[config.mk]
export PLATFORM = sky130hd
export DESIGN_NAME = rob_retire_flat
export DESIGN_NICKNAME = d
export VERILOG_FILES = /design/src/rtl/rob_retire_if.sv /design/src/rtl/rob_retire.sv /design/src/flat_wrapper.sv
export SDC_FILE = /design/constraint.sdc
export NUM_CORES = 1
export LEC_CHECK = 0
export CAP_MARGIN = 20
export CORE_MARGIN = 3
export CORE_UTILIZATION = 65
export DETAILED_ROUTE_END_ITERATION = 8
export PLACE_DENSITY = 0.95
export SLEW_MARGIN = 20
export SYNTH_ARGS = -nofsm -noshare
export SYNTH_HDL_FRONTEND = slang
export SYNTH_SLANG_ARGS = --single-unit
[constraint.sdc]
create_clock -name clk -period 11.1 [get_ports clk]
set_input_delay 1.11 -clock clk [delete_from_list [all_inputs] [get_ports clk]]
set_output_delay 1.11 -clock clk [all_outputs]
set_load 0.02 [all_outputs]
[src/rtl/rob_retire_if.sv]
// Rename/complete/retire signal bundle for rob_retire.
// The master side is rename plus execution; the slave side is the ROB itself.
interface rob_retire_if #(
  parameter int PREG_WIDTH = 6,
  parameter int AREG_WIDTH = 5,
  parameter int TAG_WIDTH  = 4
);
  // Allocation is a valid/ready handshake: an entry is taken at a rising edge
  // exactly when alloc_valid && alloc_ready; payload must be stable while valid.
  logic                  alloc_valid;
  logic                  alloc_ready;
  logic [AREG_WIDTH-1:0] alloc_arch_rd;
  logic [PREG_WIDTH-1:0] alloc_rrd;
  logic [PREG_WIDTH-1:0] alloc_old_rd;
  logic                  alloc_has_rd;
  logic [11:0]           alloc_pc;
  logic [TAG_WIDTH-1:0]  alloc_tag;
  logic                  cmpl_valid;
  logic [TAG_WIDTH-1:0]  cmpl_tag;
  logic                  commit_valid;
  logic [AREG_WIDTH-1:0] commit_arch_rd;
  logic [PREG_WIDTH-1:0] commit_rrd;
  logic [11:0]           commit_pc;
  logic                  push_free_reg;
  logic [PREG_WIDTH-1:0] freed_reg;
  logic [TAG_WIDTH:0]    rob_count;

  modport master (
    output alloc_valid, alloc_arch_rd, alloc_rrd, alloc_old_rd, alloc_has_rd,
           alloc_pc, cmpl_valid, cmpl_tag,
    input  alloc_ready, alloc_tag, commit_valid, commit_arch_rd, commit_rrd,
           commit_pc, push_free_reg, freed_reg, rob_count
  );

  modport slave (
    input  alloc_valid, alloc_arch_rd, alloc_rrd, alloc_old_rd, alloc_has_rd,
           alloc_pc, cmpl_valid, cmpl_tag,
    output alloc_ready, alloc_tag, commit_valid, commit_arch_rd, commit_rrd,
           commit_pc, push_free_reg, freed_reg, rob_count
  );
endinterface

[src/rtl/rob_retire.sv]
// Reorder buffer with in-order single-wide retire; returns old_rd to the free list.
// Optional ROB_FLUSH_EN adds a flush input that empties the buffer in one cycle.
module rob_retire #(
  parameter int PREG_WIDTH = 6,
  parameter int AREG_WIDTH = 5,
  parameter int DEPTH      = 16,
  parameter int TAG_WIDTH  = 4
) (
  input logic clk,
  input logic rst,
`ifdef ROB_FLUSH_EN
  input logic flush,
`endif
  rob_retire_if.slave rob
);

  localparam logic [TAG_WIDTH:0] PTR_ONE = {{TAG_WIDTH{1'b0}}, 1'b1};

  logic [DEPTH-1:0]      valid_q, valid_d;
  logic [DEPTH-1:0]      done_q, done_d;
  logic [DEPTH-1:0]      has_rd_q;
  logic [AREG_WIDTH-1:0] arch_rd_q [DEPTH];
  logic [PREG_WIDTH-1:0] rrd_q     [DEPTH];
  logic [PREG_WIDTH-1:0] old_rd_q  [DEPTH];
  logic [11:0]           pc_q      [DEPTH];
  logic [TAG_WIDTH:0]    head_q, head_d;
  logic [TAG_WIDTH:0]    tail_q, tail_d;

  logic                 flush_w;
  logic [TAG_WIDTH-1:0] head_idx;
  logic [TAG_WIDTH-1:0] tail_idx;
  logic                 full;
  logic                 alloc_fire;
  logic                 cmpl_hit;
  logic                 commit_fire;

`ifdef ROB_FLUSH_EN
  assign flush_w = flush;
`else
  assign flush_w = 1'b0;
`endif

  assign head_idx = head_q[TAG_WIDTH-1:0];
  assign tail_idx = tail_q[TAG_WIDTH-1:0];
  // Full is taken from registered pointers only, so a retire never frees a slot same-cycle.
  assign full        = (head_idx == tail_idx) && (head_q[TAG_WIDTH] != tail_q[TAG_WIDTH]);
  assign alloc_fire  = rob.alloc_valid && !full && !flush_w;
  assign cmpl_hit    = rob.cmpl_valid && valid_q[rob.cmpl_tag] && !flush_w;
  assign commit_fire = valid_q[head_idx] && done_q[head_idx] && !flush_w;

  assign rob.alloc_ready    = !full && !flush_w;
  assign rob.alloc_tag      = flush_w ? '0 : tail_idx;
  assign rob.rob_count      = flush_w ? '0 : (tail_q - head_q);
  assign rob.commit_valid   = commit_fire;
  assign rob.commit_arch_rd = commit_fire ? arch_rd_q[head_idx] : '0;
  assign rob.commit_rrd     = commit_fire ? rrd_q[head_idx]     : '0;
  assign rob.commit_pc      = commit_fire ? pc_q[head_idx]      : '0;
  assign rob.push_free_reg  = commit_fire && has_rd_q[head_idx];
  assign rob.freed_reg      = commit_fire ? old_rd_q[head_idx]  : '0;

  // Retire is applied last so it wins over a redundant completion of the head.
  always_comb begin
    valid_d = valid_q;
    done_d  = done_q;
    head_d  = head_q;
    tail_d  = tail_q;
    if (flush_w) begin
      valid_d = '0;
      done_d  = '0;
      tail_d  = head_q;
    end else begin
      if (alloc_fire) begin
        valid_d[tail_idx] = 1'b1;
        done_d[tail_idx]  = 1'b0;
        tail_d            = tail_q + PTR_ONE;
      end
      if (cmpl_hit) begin
        done_d[rob.cmpl_tag] = 1'b1;
      end
      if (commit_fire) begin
        valid_d[head_idx] = 1'b0;
        done_d[head_idx]  = 1'b0;
        head_d            = head_q + PTR_ONE;
      end
    end
  end

  always_ff @(posedge clk) begin
    if (rst) begin
      valid_q <= '0;
      done_q  <= '0;
      head_q  <= '0;
      tail_q  <= '0;
    end else begin
      valid_q <= valid_d;
      done_q  <= done_d;
      head_q  <= head_d;
      tail_q  <= tail_d;
    end
  end

  // Payload needs no reset: it is only observed behind a set valid bit.
  always_ff @(posedge clk) begin
    if (alloc_fire && !rst) begin
      has_rd_q[tail_idx]  <= rob.alloc_has_rd && (rob.alloc_arch_rd != '0);
      arch_rd_q[tail_idx] <= rob.alloc_arch_rd;
      rrd_q[tail_idx]     <= rob.alloc_rrd;
      old_rd_q[tail_idx]  <= rob.alloc_old_rd;
      pc_q[tail_idx]      <= rob.alloc_pc;
    end
  end

endmodule

[src/flat_wrapper.sv]
// flat-port wrapper written by rule: the top's interface ports become plain ports
module rob_retire_flat 
#(
  parameter int PREG_WIDTH = 6,
  parameter int AREG_WIDTH = 5,
  parameter int DEPTH      = 16,
  parameter int TAG_WIDTH  = 4
)
  (clk, rst, rob_alloc_valid, rob_alloc_arch_rd, rob_alloc_rrd, rob_alloc_old_rd, rob_alloc_has_rd, rob_alloc_pc, rob_cmpl_valid, rob_cmpl_tag, rob_alloc_ready, rob_alloc_tag, rob_commit_valid, rob_commit_arch_rd, rob_commit_rrd, rob_commit_pc, rob_push_free_reg, rob_freed_reg, rob_rob_count);
  rob_retire_if #(.PREG_WIDTH(PREG_WIDTH), .AREG_WIDTH(AREG_WIDTH), .TAG_WIDTH(TAG_WIDTH)) rob_i ();
  input logic clk;
  input logic rst;
  input wire logic [$bits(rob_i.alloc_valid)-1:0] rob_alloc_valid;
  input wire logic [$bits(rob_i.alloc_arch_rd)-1:0] rob_alloc_arch_rd;
  input wire logic [$bits(rob_i.alloc_rrd)-1:0] rob_alloc_rrd;
  input wire logic [$bits(rob_i.alloc_old_rd)-1:0] rob_alloc_old_rd;
  input wire logic [$bits(rob_i.alloc_has_rd)-1:0] rob_alloc_has_rd;
  input wire logic [$bits(rob_i.alloc_pc)-1:0] rob_alloc_pc;
  input wire logic [$bits(rob_i.cmpl_valid)-1:0] rob_cmpl_valid;
  input wire logic [$bits(rob_i.cmpl_tag)-1:0] rob_cmpl_tag;
  output wire logic [$bits(rob_i.alloc_ready)-1:0] rob_alloc_ready;
  output wire logic [$bits(rob_i.alloc_tag)-1:0] rob_alloc_tag;
  output wire logic [$bits(rob_i.commit_valid)-1:0] rob_commit_valid;
  output wire logic [$bits(rob_i.commit_arch_rd)-1:0] rob_commit_arch_rd;
  output wire logic [$bits(rob_i.commit_rrd)-1:0] rob_commit_rrd;
  output wire logic [$bits(rob_i.commit_pc)-1:0] rob_commit_pc;
  output wire logic [$bits(rob_i.push_free_reg)-1:0] rob_push_free_reg;
  output wire logic [$bits(rob_i.freed_reg)-1:0] rob_freed_reg;
  output wire logic [$bits(rob_i.rob_count)-1:0] rob_rob_count;
  assign rob_i.alloc_valid = rob_alloc_valid;
  assign rob_i.alloc_arch_rd = rob_alloc_arch_rd;
  assign rob_i.alloc_rrd = rob_alloc_rrd;
  assign rob_i.alloc_old_rd = rob_alloc_old_rd;
  assign rob_i.alloc_has_rd = rob_alloc_has_rd;
  assign rob_i.alloc_pc = rob_alloc_pc;
  assign rob_i.cmpl_valid = rob_cmpl_valid;
  assign rob_i.cmpl_tag = rob_cmpl_tag;
  assign rob_alloc_ready = rob_i.alloc_ready;
  assign rob_alloc_tag = rob_i.alloc_tag;
  assign rob_commit_valid = rob_i.commit_valid;
  assign rob_commit_arch_rd = rob_i.commit_arch_rd;
  assign rob_commit_rrd = rob_i.commit_rrd;
  assign rob_commit_pc = rob_i.commit_pc;
  assign rob_push_free_reg = rob_i.push_free_reg;
  assign rob_freed_reg = rob_i.freed_reg;
  assign rob_rob_count = rob_i.rob_count;
  rob_retire #(.PREG_WIDTH(PREG_WIDTH), .AREG_WIDTH(AREG_WIDTH), .DEPTH(DEPTH), .TAG_WIDTH(TAG_WIDTH)) u_core (.clk(clk), .rst(rst), .rob(rob_i));
endmodule
==> results of run 1 <==
-- cell type report --
| class | count | area (sq um) | area share |
|---|---|---|---|
| flip-flops and latches | 526 | 15300 | 0.648 |
| repair buffers | 100 | 962 | 0.0406 |
| diodes | 1 | 2.50 | 0.000106 |
| inverters | 14 | 52.6 | 0.00222 |
| well taps | 402 | 503 | 0.0212 |
| multi-input cells | 404 | 5330 | 0.225 |
| clock inverters | 24 | 203 | 0.00856 |
| clock buffers | 66 | 1290 | 0.0545 |
-- cell usage after synthesis (6+ instances only) --
master,n
sky130_fd_sc_hd__buf_1,7
sky130_fd_sc_hd__xnor2_1,6
sky130_fd_sc_hd__nand2_1,25
sky130_fd_sc_hd__nand2b_1,8
sky130_fd_sc_hd__edfxtp_1,480
sky130_fd_sc_hd__mux4_2,157
sky130_fd_sc_hd__buf_4,6
sky130_fd_sc_hd__ha_1,12
sky130_fd_sc_hd__buf_2,18
sky130_fd_sc_hd__a21oi_1,35
sky130_fd_sc_hd__inv_1,14
sky130_fd_sc_hd__a311oi_1,12
sky130_fd_sc_hd__dfxtp_1,46
sky130_fd_sc_hd__clkbuf_1,21
sky130_fd_sc_hd__nand3_1,7
sky130_fd_sc_hd__nor2_1,35
sky130_fd_sc_hd__nor3_1,6
sky130_fd_sc_hd__a211oi_1,14
sky130_fd_sc_hd__nor2b_1,37
sky130_fd_sc_hd__buf_6,8
-- power breakdown --
| part | internal, W | switching (W) | leakage, nW |
|---|---|---|---|
| sequential | 0.00217 | 0.00000699 | 4.70 |
| clock | 0.000868 | 0.000728 | 0.714 |
| combinational | 0.0000392 | 0.0000711 | 1.65 |
| total | 0.00308 | 0.000806 | 7.06 |
-- worst max-delay path: cells and delay by family (launching register included) --
| family | cells | cell delay (ns) |
|---|---|---|
| DFF | 1 | 0.98 |
| and+or+nand+nor | 1 | 0.11 |
| muxes | 1 | 0.62 |
| AOI/OAI and AO/OA | 3 | 0.96 |
| buffers and inverters | 2 | 1.01 |
-- worst max path at each step --
| stage | start | endpoint | cells after the start |
|---|---|---|---|
| 3_3_place_gp | u_core.head_q[1] | rob_commit_rrd[3] | 7 |
| 6_report | u_core.head_q[1] | rob_commit_pc[10] | 7 |
| 4_1_cts | u_core.head_q[0] | rob_commit_pc[10] | 7 |
| 5_1_grt | u_core.head_q[0] | rob_commit_pc[10] | 7 |
| 3_5_place_dp | u_core.head_q[0] | rob_commit_pc[7] | 7 |
| 2_1_floorplan | u_core.head_q[1] | u_core.arch_rd_q[15][0] | 9 |
-- layer usage --
metal / vias to the layer above / share of wire
met5: - / 0.00021
met4: 2 / 0.074
met3: 220 / 0.087
met2: 861 / 0.50
met1: 5683 / 0.34
li1: 4349 / -
-- cells by family (layout without fill, tap and decap cells) --
family / after synthesis / count (layout) / share of synthesized area
compound gates: 86 / 86 / 0.0327
other cells: 0 / 1 / 0
simple gates: 133 / 133 / 0.0324
flops: 526 / 526 / 0.732
buf+inv: 75 / 204 / 0.0190
fa+ha+maj: 13 / 13 / 0.00812
xor+xnor: 9 / 9 / 0.00376
mux: 163 / 163 / 0.172
-- flip-flops by register name, summed over array words and instances, names as in the netlist, named ones only --
name / flops
u_core.has_rd_q: 16
u_core.valid_q: 16
u_core.old_rd_q: 96
u_core.arch_rd_q: 80
u_core.done_q: 16
u_core.rrd_q: 96
u_core.head_q: 5
u_core.pc_q: 192
u_core.tail_q: 5
-- through the flow --
step / power (W) / utilization
CTS: 0.00390 / 0.749
floorplan: 0.00227 / -
finish: 0.00389 / 0.749
global route: 0.00397 / 0.749
global placement: 0.00232 / 0.701
detailed placement: 0.00233 / 0.701
==> impl_metrics.csv, run 1 <==
group,metric,value,unit
outcome,status,"complete, no violations",
worst_hold_path,hold-path-endpoint,"u_core.done_q[3]",
timing,rsz0062_at_grt,"no",
place,placedInstanceArea,22200,sq um
drt,drt-vias-per-instance,7.23,
global_route,first_pass_grt_wire_length,77700,um
global_route,met3_usage,0.0600,
logic_synthesis,synth_seq_area_share,0.732,
drt,postRouteWirelength,53500,um
global_route,grtUsageMet2,0.521,
clock_network,hold_buffers,0,
timing,final.period_utilization,0.485,
global_route,track_usage,0.320,
clock_network,worstSkewPairLatency,0.58,ns
place,gp_congestion,0.897,
critical_path,crit_path_cell_trace,"mux4_2, o21ai_2, a21oi_1, a22oi_4, buf_4, nor2b_1, clkdlybuf4s50_1",
logic_synthesis,postSynthAreaPerCell,20.8,sq um
global_route,grt_start_max_net_pins,117,
drt,drt-initial-drc-count,1423,
clock_network,htreeDepth,2,
logic_synthesis,synth_cell_types,51,
worst_hold_path,min_delay_path_depth,2,
clock_network,postCtsResizedCells,0,
critical_path,regToRegEndpoint,"u_core.has_rd_q[11]",
timing,final_count_of_pins_violating_max_slew,0,
clock_network,tritoncts,"done",
critical_path,slowest_stage,"sky130_fd_sc_hd__dfxtp_1",
critical_path,critical_path.max_stage_delay,0.98,ns
cells_and_area,layout.cells.non_filler,1537,
worst_hold_path,holdCritStartpoint,"u_core.done_q[3]",
clock_network,root_buffer_cell,"sky130_fd_sc_hd__clkbuf_16",
floorplanning,floorplan.die.height,186,um
floorplanning,floorplan.core_area,31600,sq um
drt,vias,11100,
place,post-place-ws,6.41,ns
place,detail_placement_hpwl,27200,um
timing,setup_slack,5.72,ns
timing,setup-tns-final,0,ns
global_route,grt_busiest_layer,"met2",
clock_network,cts-root-to-sink-buffers,3,
timing,slew_headroom,0.253,
cells_and_area,final_cell_area,23700,sq um
timing,finalCriticalPeriod,5.38,ns
critical_path,required,9.99,ns
drt,routed_wire_length_per_instance,34.8,um
logic_synthesis,syn-num-nets,1056,
cells_and_area,most-common-layout-cells,"480 x sky130_fd_sc_hd__edfxtp_1, 157 x sky130_fd_sc_hd__mux4_2, 78 x sky130_fd_sc_hd__clkdlybuf4s50_1",
critical_path,endpoint_kind,"output pin",
critical_path,timing.setup.critical_path_class,"reg2out",
power,vdd_ir_drop_max,0.143,mV
critical_path,worst-endpoint-arrival,4.27,ns
flow_run,max_cap_viols,0,
critical_path,rrSetupSlack,6.56,ns
cells_and_area,layout_commonest_cell,"sky130_fd_sc_hd__edfxtp_1",
timing,hold_ws,0.480,ns
logic_synthesis,ys_top_cells_by_area,"sky130_fd_sc_hd__edfxtp_1 69%, sky130_fd_sc_hd__mux4_2 17%, sky130_fd_sc_hd__dfxtp_1 4.4%, sky130_fd_sc_hd__nor2b_1 1.1%, sky130_fd_sc_hd__a21oi_1 0.84%",
logic_synthesis,post_synth_inst_count,1005,
global_route,overflow_left_after_global_routing,0,
place,placement.io_buffers,78,
worst_hold_path,min_path_type,"reg2reg",
timing,finalSetupViolations,0,
logic_synthesis,seq_cells_post_synth,526,
timing,final-hold-violation-count,0,
clock_network,clkSlewWorstSetupHoldPaths,0.06,ns
drt,drt_drc_violations_left,0,
global_route,global_route.usage.met1,0.406,
floorplanning,die_wd,186,um
global_route,antenna_found_initial,2,
critical_path,crit_fanout,21,
cells_and_area,post_route_cells_drive_above_1_share,0.246,
floorplanning,standard_cell_rows,65,
timing,least_margin_pin_slew,1.12,ns
logic_synthesis,synth_top_area_share,0.688,
critical_path,r2r_cells,7,
timing,skew,0.0282,ns
logic_synthesis,synthArstFlopShare,0,
floorplanning,die-area,34400,sq um
logic_synthesis,synth_ff_type,"sky130_fd_sc_hd__edfxtp_1",
cells_and_area,num-fill-cells,1560,
drt,detail_route.first_pass.iterations,5,
floorplanning,pin_count,79,
critical_path,setup.worst_path.start_class,"flop",
clock_network,cts_buffers,49,
drt,ant_nets,0,
cells_and_area,syn_to_final_growth,13.1,%
logic_synthesis,edff_count_synth,480,
critical_path,rr_startpoint,"u_core.head_q[1]",
logic_synthesis,synth_top_area_cell,"sky130_fd_sc_hd__edfxtp_1",
global_route,grt_pass1_vias,11500,
floorplanning,effective_utilization_at_floorplan,0.662,
logic_synthesis,synth_warnings,0,
clock_network,postCtsSetupBuffers,0,
power,powerDensity,164,nW/um^2
place,placed_cells_incl_taps,1446,
timing,max_freq,186,MHz
logic_synthesis,syn-cell-area,20900,sq um
power,p_leak,7.06,nW
cells_and_area,design.final.nets,1146,
clock_network,cts.sinks,526,
Note: power is estimated with default switching activity, not from simulation.
==> run 2: changes to the inputs <==
- CORE_UTILIZATION: 65 -> 61
- PLACE_DENSITY: 0.95 -> 0.91
- clock period: 11.1 -> 5.1 ns (I/O delays scaled with it)
==> run 2 against run 1 <==
  * Worst setup slack worse by 4.9 ns
  * Critical endpoint is now rob_commit_valid
  * Power is 120% higher
  * Critical path depth stayed put
  * Register-to-register slack worse by 5.5 ns
  * Clock power is 130% higher
  * First-iteration DRC count is 6.0% lower
==> impl_metrics.csv, run 2 (synthesis results as in run 1) <==
group,metric,value,unit
clock_network,cts-root-to-sink-buffers,3,
timing,setup_slack,0.802,ns
power,pwr-share-clk,0.422,
timing,skew,0.0171,ns
power,pwr-share-seq,0.549,
place,gp_congestion,0.859,
place,placedInstanceArea,22300,sq um
global_route,track_usage,0.288,
worst_hold_path,min_path_type,"reg2reg",
critical_path,endpoint_kind,"output pin",
cells_and_area,post_route_cells_drive_above_1_share,0.253,
critical_path,cp-endpoint,"rob_commit_valid",
clock_network,postCtsResizedCells,0,
clock_network,worstSkewPairLatency,0.57,ns
global_route,grt_start_max_net_pins,50,
place,placed_cells_incl_taps,1490,
place,detail_placement_hpwl,27500,um
power,powerDensity,360,nW/um^2
critical_path,r2r_cells,8,
cells_and_area,final_cell_area,24000,sq um
floorplanning,die_wd,191,um
timing,setup-tns-final,0,ns
clock_network,htreeDepth,2,
floorplanning,standard_cell_rows,67,
floorplanning,floorplan.die.height,191,um
critical_path,rrSetupSlack,1.09,ns
drt,drt-initial-drc-count,1338,
timing,max_freq,233,MHz
floorplanning,effective_utilization_at_floorplan,0.621,
place,placement.io_buffers,78,
drt,postRouteWirelength,51900,um
timing,slew_headroom,0.245,
critical_path,regToRegEndpoint,"u_core.rrd_q[3][0]",
global_route,first_pass_grt_wire_length,76300,um
timing,final-hold-violation-count,0,
cells_and_area,layout_top_registers,"u_core.pc_q: 192 flops, u_core.old_rd_q: 96 flops, u_core.rrd_q: 96 flops",
floorplanning,pin_count,79,
clock_network,cts.sinks,526,
clock_network,cts_buffers,51,
critical_path,critical_path.max_stage_delay,0.85,ns
cells_and_area,syn_to_final_growth,14.5,%
critical_path,worst_setup_path_startpoint,"u_core.head_q[0]",
power,p_leak,7.17,nW
timing,finalCriticalPeriod,4.30,ns
drt,detail_route.first_pass.iterations,5,
drt,drt_drc_violations_left,0,
drt,drt-vias-per-instance,6.93,
timing,final_count_of_pins_violating_max_slew,0,
cells_and_area,antenna-diode-count,0,
critical_path,crit_fanout,34,
clock_network,root_buffer_cell,"sky130_fd_sc_hd__clkbuf_16",
cells_and_area,largest_register_ff_count,192,
drt,routed_wire_length_per_instance,32.8,um
timing,hold_ws,0.494,ns
cells_and_area,layout_commonest_cell,"sky130_fd_sc_hd__edfxtp_1",
clock_network,tritoncts,"done",
critical_path,slowest_stage,"sky130_fd_sc_hd__dfxtp_1",
critical_path,rr_startpoint,"u_core.head_q[3]",
power,vdd_ir_drop_max,0.372,mV
critical_path,crit_path_cell_trace,"mux4_2, o21ai_1, a21oi_1, a22oi_4, buf_4, inv_1, clkdlybuf4s50_1",
drt,vias,11000,
flow_run,max_cap_viols,0,
floorplanning,die-area,36600,sq um
outcome,status,"complete, no violations",
cells_and_area,num-fill-cells,1898,
critical_path,setup.worst_path.start_class,"flop",
timing,rsz0062_at_grt,"no",
critical_path,required,4.59,ns
critical_path,worst-endpoint-arrival,3.79,ns
global_route,antenna_found_initial,0,
clock_network,hold_buffers,0,
clock_network,clkSlewWorstSetupHoldPaths,0.06,ns
cells_and_area,most-common-layout-cells,"480 x sky130_fd_sc_hd__edfxtp_1, 157 x sky130_fd_sc_hd__mux4_2, 78 x sky130_fd_sc_hd__clkdlybuf4s50_1",
timing,finalSetupViolations,0,
place,post-place-ws,1.20,ns
timing,final.period_utilization,0.843,
global_route,overflow_left_after_global_routing,0,
power,combPwrFrac,0.029,
power,swShare,0.204,
cells_and_area,top_register,"u_core.pc_q",
timing,least_margin_pin_slew,1.13,ns
cells_and_area,layout.cells.non_filler,1586,
critical_path,timing.setup.critical_path_class,"reg2out",
floorplanning,floorplan.core_area,33700,sq um
global_route,grt_pass1_vias,11300,
cells_and_area,design.final.nets,1150,
clock_network,postCtsSetupBuffers,0,
drt,ant_nets,0,
power,intPower,0.00688,W
power,power.switching,0.00176,W
run 2: final cells by class:
class / count / area (sq um) / area share
inverters: 14 / 52.6 / 0.00219
multi-input cells: 404 / 5330 / 0.222
well taps: 448 / 561 / 0.0234
repair buffers: 102 / 1100 / 0.0457
flip-flops and latches: 526 / 15300 / 0.640
clock inverters: 31 / 236 / 0.00986
clock buffers: 61 / 1370 / 0.0570
run 2: per-layer routing:
metal / global-route usage / up-vias / part of all wire
li1: - / 4356 / -
met1: 0.390 / 5756 / 0.36
met2: 0.488 / 783 / 0.53
met3: 0.0510 / 101 / 0.081
met4: 0.0835 / 0 / 0.024
met5: 0 / - / 0
run 2: stage by stage:
step	total power, W	util
2_1_floorplan	0.00494	-
3_3_place_gp	0.00507	0.661
3_5_place_dp	0.00508	0.661
4_1_cts	0.00866	0.709
5_1_grt	0.00885	0.712
6_report	0.00864	0.712
run 2: power by group through the flow:
stage | logic (W) | clock network (W) | registers (W)
finish | 0.000248 | 0.00365 | 0.00475
CTS | 0.000246 | 0.00366 | 0.00475
global route | 0.000262 | 0.00384 | 0.00475
floorplan | 0.000104 | 0 | 0.00483
global placement | 0.000230 | 0 | 0.00484
detailed placement | 0.000241 | 0 | 0.00484
run 2: worst min path at each step:
stage	start	end	slack, ns	cells past startpoint
6_report	u_core.done_q[3]	u_core.done_q[3]	0.49	2
5_1_grt	u_core.done_q[1]	u_core.done_q[1]	0.51	2
4_1_cts	u_core.done_q[1]	u_core.done_q[1]	0.49	2
3_5_place_dp	u_core.done_q[1]	u_core.done_q[1]	0.48	2
3_3_place_gp	u_core.done_q[3]	u_core.done_q[3]	0.47	2
2_1_floorplan	u_core.done_q[1]	u_core.done_q[1]	0.46	2
run 2: critical path: cells and delay by family, from the launching register on:
kind | cells | cell delay [ns]
DFF | 1 | 0.85
muxes | 1 | 0.59
buffers and inverters | 3 | 1.20
AOI/OAI and AO/OA | 3 | 0.55
==> run 3: changes to the inputs <==
- clock period: 5.1 -> 4.25 ns (I/O delays scaled with it)
==> run 3 against run 2 <==
  * Clock power up 17%
  * Sequential power up 20%
  * Worst setup slack worse by 0.60 ns
  * Clock skew down 0.0041 ns
  * First-iteration DRC count up 8.8%
  * Critical path depth down 2
  * Core utilization about the same
  * Final area about the same
  * Global-route usage up 0.48 points
  * Power up 19%
==> impl_metrics.csv, run 3 (synthesis results as in run 1) <==
group,metric,value,unit
clock_network,cts-root-to-sink-buffers,3,
power,powerDensity,428,nW/um^2
critical_path,cp-endpoint,"rob_commit_pc[7]",
critical_path,crit_path_cell_trace,"buf_4, mux4_2, mux4_2, nor2b_1, clkdlybuf4s50_1",
power,combPwrFrac,0.029,
clock_network,root_buffer_cell,"sky130_fd_sc_hd__clkbuf_16",
timing,setup_slack,0.203,ns
timing,final-hold-violation-count,0,
critical_path,setup.worst_path.start_class,"flop",
critical_path,r2r_cells,7,
place,placement.io_buffers,78,
clock_network,cts.sinks,526,
global_route,grt_pass1_vias,11200,
drt,drt-initial-drc-count,1456,
clock_network,postCtsResizedCells,1,
drt,drt-vias-per-instance,6.91,
critical_path,required,3.83,ns
timing,finalSetupViolations,0,
clock_network,tritoncts,"done",
drt,routed_wire_length_per_instance,32.4,um
timing,final.period_utilization,0.952,
clock_network,postCtsSetupBuffers,0,
floorplanning,die-area,36600,sq um
drt,postRouteWirelength,51800,um
clock_network,clkSlewWorstSetupHoldPaths,0.06,ns
critical_path,worst-endpoint-arrival,3.62,ns
power,pwr-share-seq,0.555,
power,power.switching,0.00212,W
place,detail_placement_hpwl,27700,um
floorplanning,floorplan.die.height,191,um
worst_hold_path,min_path_type,"reg2reg",
critical_path,rr_startpoint,"u_core.head_q[1]",
floorplanning,floorplan.core_area,33700,sq um
global_route,first_pass_grt_wire_length,76400,um
floorplanning,standard_cell_rows,67,
timing,skew,0.0130,ns
timing,least_margin_pin_slew,1.12,ns
drt,drt_drc_violations_left,0,
cells_and_area,num-fill-cells,1852,
cells_and_area,antenna-diode-count,0,
power,pwr-share-clk,0.416,
critical_path,crit_fanout,24,
flow_run,max_cap_viols,0,
global_route,antenna_found_initial,1,
cells_and_area,fin_util,0.711,
power,intPower,0.00814,W
drt,ant_nets,0,
critical_path,cell_repeated_most_along_the_worst_path,"sky130_fd_sc_hd__mux4_2",
critical_path,regToRegEndpoint,"u_core.pc_q[11][2]",
outcome,status,"complete, no violations",
cells_and_area,post_route_cells_drive_above_1_share,0.263,
critical_path,slowest_stage,"sky130_fd_sc_hd__mux4_2",
power,vdd_ir_drop_max,0.370,mV
critical_path,endpoint_kind,"output pin",
power,swShare,0.206,
cells_and_area,layout_commonest_cell,"sky130_fd_sc_hd__edfxtp_1",
timing,max_freq,247,MHz
timing,finalCriticalPeriod,4.05,ns
cells_and_area,largest_register_ff_count,192,
timing,setup-tns-final,0,ns
floorplanning,die_wd,191,um
drt,vias,11000,
power,p_leak,7.19,nW
place,gp_congestion,0.851,
critical_path,timing.setup.critical_path_class,"reg2out",
floorplanning,effective_utilization_at_floorplan,0.621,
critical_path,rrSetupSlack,0.59,ns
timing,final_count_of_pins_violating_max_slew,0,
global_route,overflow_left_after_global_routing,0,
cells_and_area,syn_to_final_growth,14.5,%
cells_and_area,layout_top_registers,"u_core.pc_q: 192 flops, u_core.old_rd_q: 96 flops, u_core.rrd_q: 96 flops",
clock_network,cts_buffers,50,
timing,slew_headroom,0.251,
floorplanning,pin_count,79,
critical_path,critical_path.max_stage_delay,0.64,ns
global_route,track_usage,0.292,
clock_network,hold_buffers,0,
drt,detail_route.first_pass.iterations,5,
clock_network,worstSkewPairLatency,0.58,ns
clock_network,htreeDepth,2,
cells_and_area,top_register,"u_core.pc_q",
timing,rsz0062_at_grt,"no",
cells_and_area,most-common-layout-cells,"480 x sky130_fd_sc_hd__edfxtp_1, 157 x sky130_fd_sc_hd__mux4_2, 78 x sky130_fd_sc_hd__clkdlybuf4s50_1",
global_route,grt_start_max_net_pins,57,
cells_and_area,design.final.nets,1163,
place,post-place-ws,0.540,ns
==> run 3: worst min-delay path by stage <==
stage / end / cells past startpoint / from / slack (ns)
6_report: u_core.done_q[3] / 2 / u_core.done_q[3] / 0.50
5_1_grt: u_core.done_q[3] / 2 / u_core.done_q[3] / 0.52
4_1_cts: u_core.done_q[1] / 2 / u_core.done_q[1] / 0.50
3_5_place_dp: u_core.done_q[1] / 2 / u_core.done_q[1] / 0.48
3_3_place_gp: u_core.done_q[3] / 2 / u_core.done_q[3] / 0.47
2_1_floorplan: u_core.done_q[1] / 2 / u_core.done_q[1] / 0.46
==> run 3: layout make-up <==
class	instances	area [sq um]	share of cell area
Multi-Input combinational cell	404	5330	0.222
Clock buffer	59	1280	0.0536
Sequential cell	526	15300	0.640
Timing Repair Buffer	116	1130	0.0471
Clock inverter	31	272	0.0113
Inverter	14	52.6	0.00219
Tap cell	448	561	0.0234
==> run 3: power by group through the flow <==
stage | Sequential [W] | Clock [W] | Combinational, W
after floorplan | 0.00580 | 0 | 0.000124
after global placement | 0.00580 | 0 | 0.000267
after detailed placement | 0.00581 | 0 | 0.000283
after CTS | 0.00570 | 0.00432 | 0.000289
after global routing | 0.00570 | 0.00450 | 0.000310
final | 0.00570 | 0.00427 | 0.000293
==> run 3: metrics by stage <==
step                      instance area, sq um  std cells  power [W]  hold WS, ns
after floorplan                          20900       1005    0.00593        0.457
after global placement                   22400       1508    0.00607        0.473
after detailed placement                 22400       1508    0.00609        0.485
after CTS                                24000       1598     0.0103        0.500
after global routing                     24000       1598     0.0105        0.523
final                                    24000       1598     0.0103        0.499
==> run 3: worst max-delay path: cells and delay by family, from the launching register on <==
| family | cells | cell delay (ns) |
|---|---|---|
| simple gates | 1 | 0.16 |
| buf+inv | 2 | 1.09 |
| flops | 1 | 0.57 |
| mux | 2 | 1.20 |
==> run 3: metal layers <==
| metal | vias up | track usage | routed length [um] |
|---|---|---|---|
| met5 | - | 0 | 13 |
| met4 | 2 | 0.122 | 2290 |
| met3 | 167 | 0.0517 | 4590 |
| met2 | 770 | 0.482 | 26700 |
| met1 | 5725 | 0.394 | 18200 |
| li1 | 4382 | - | - |
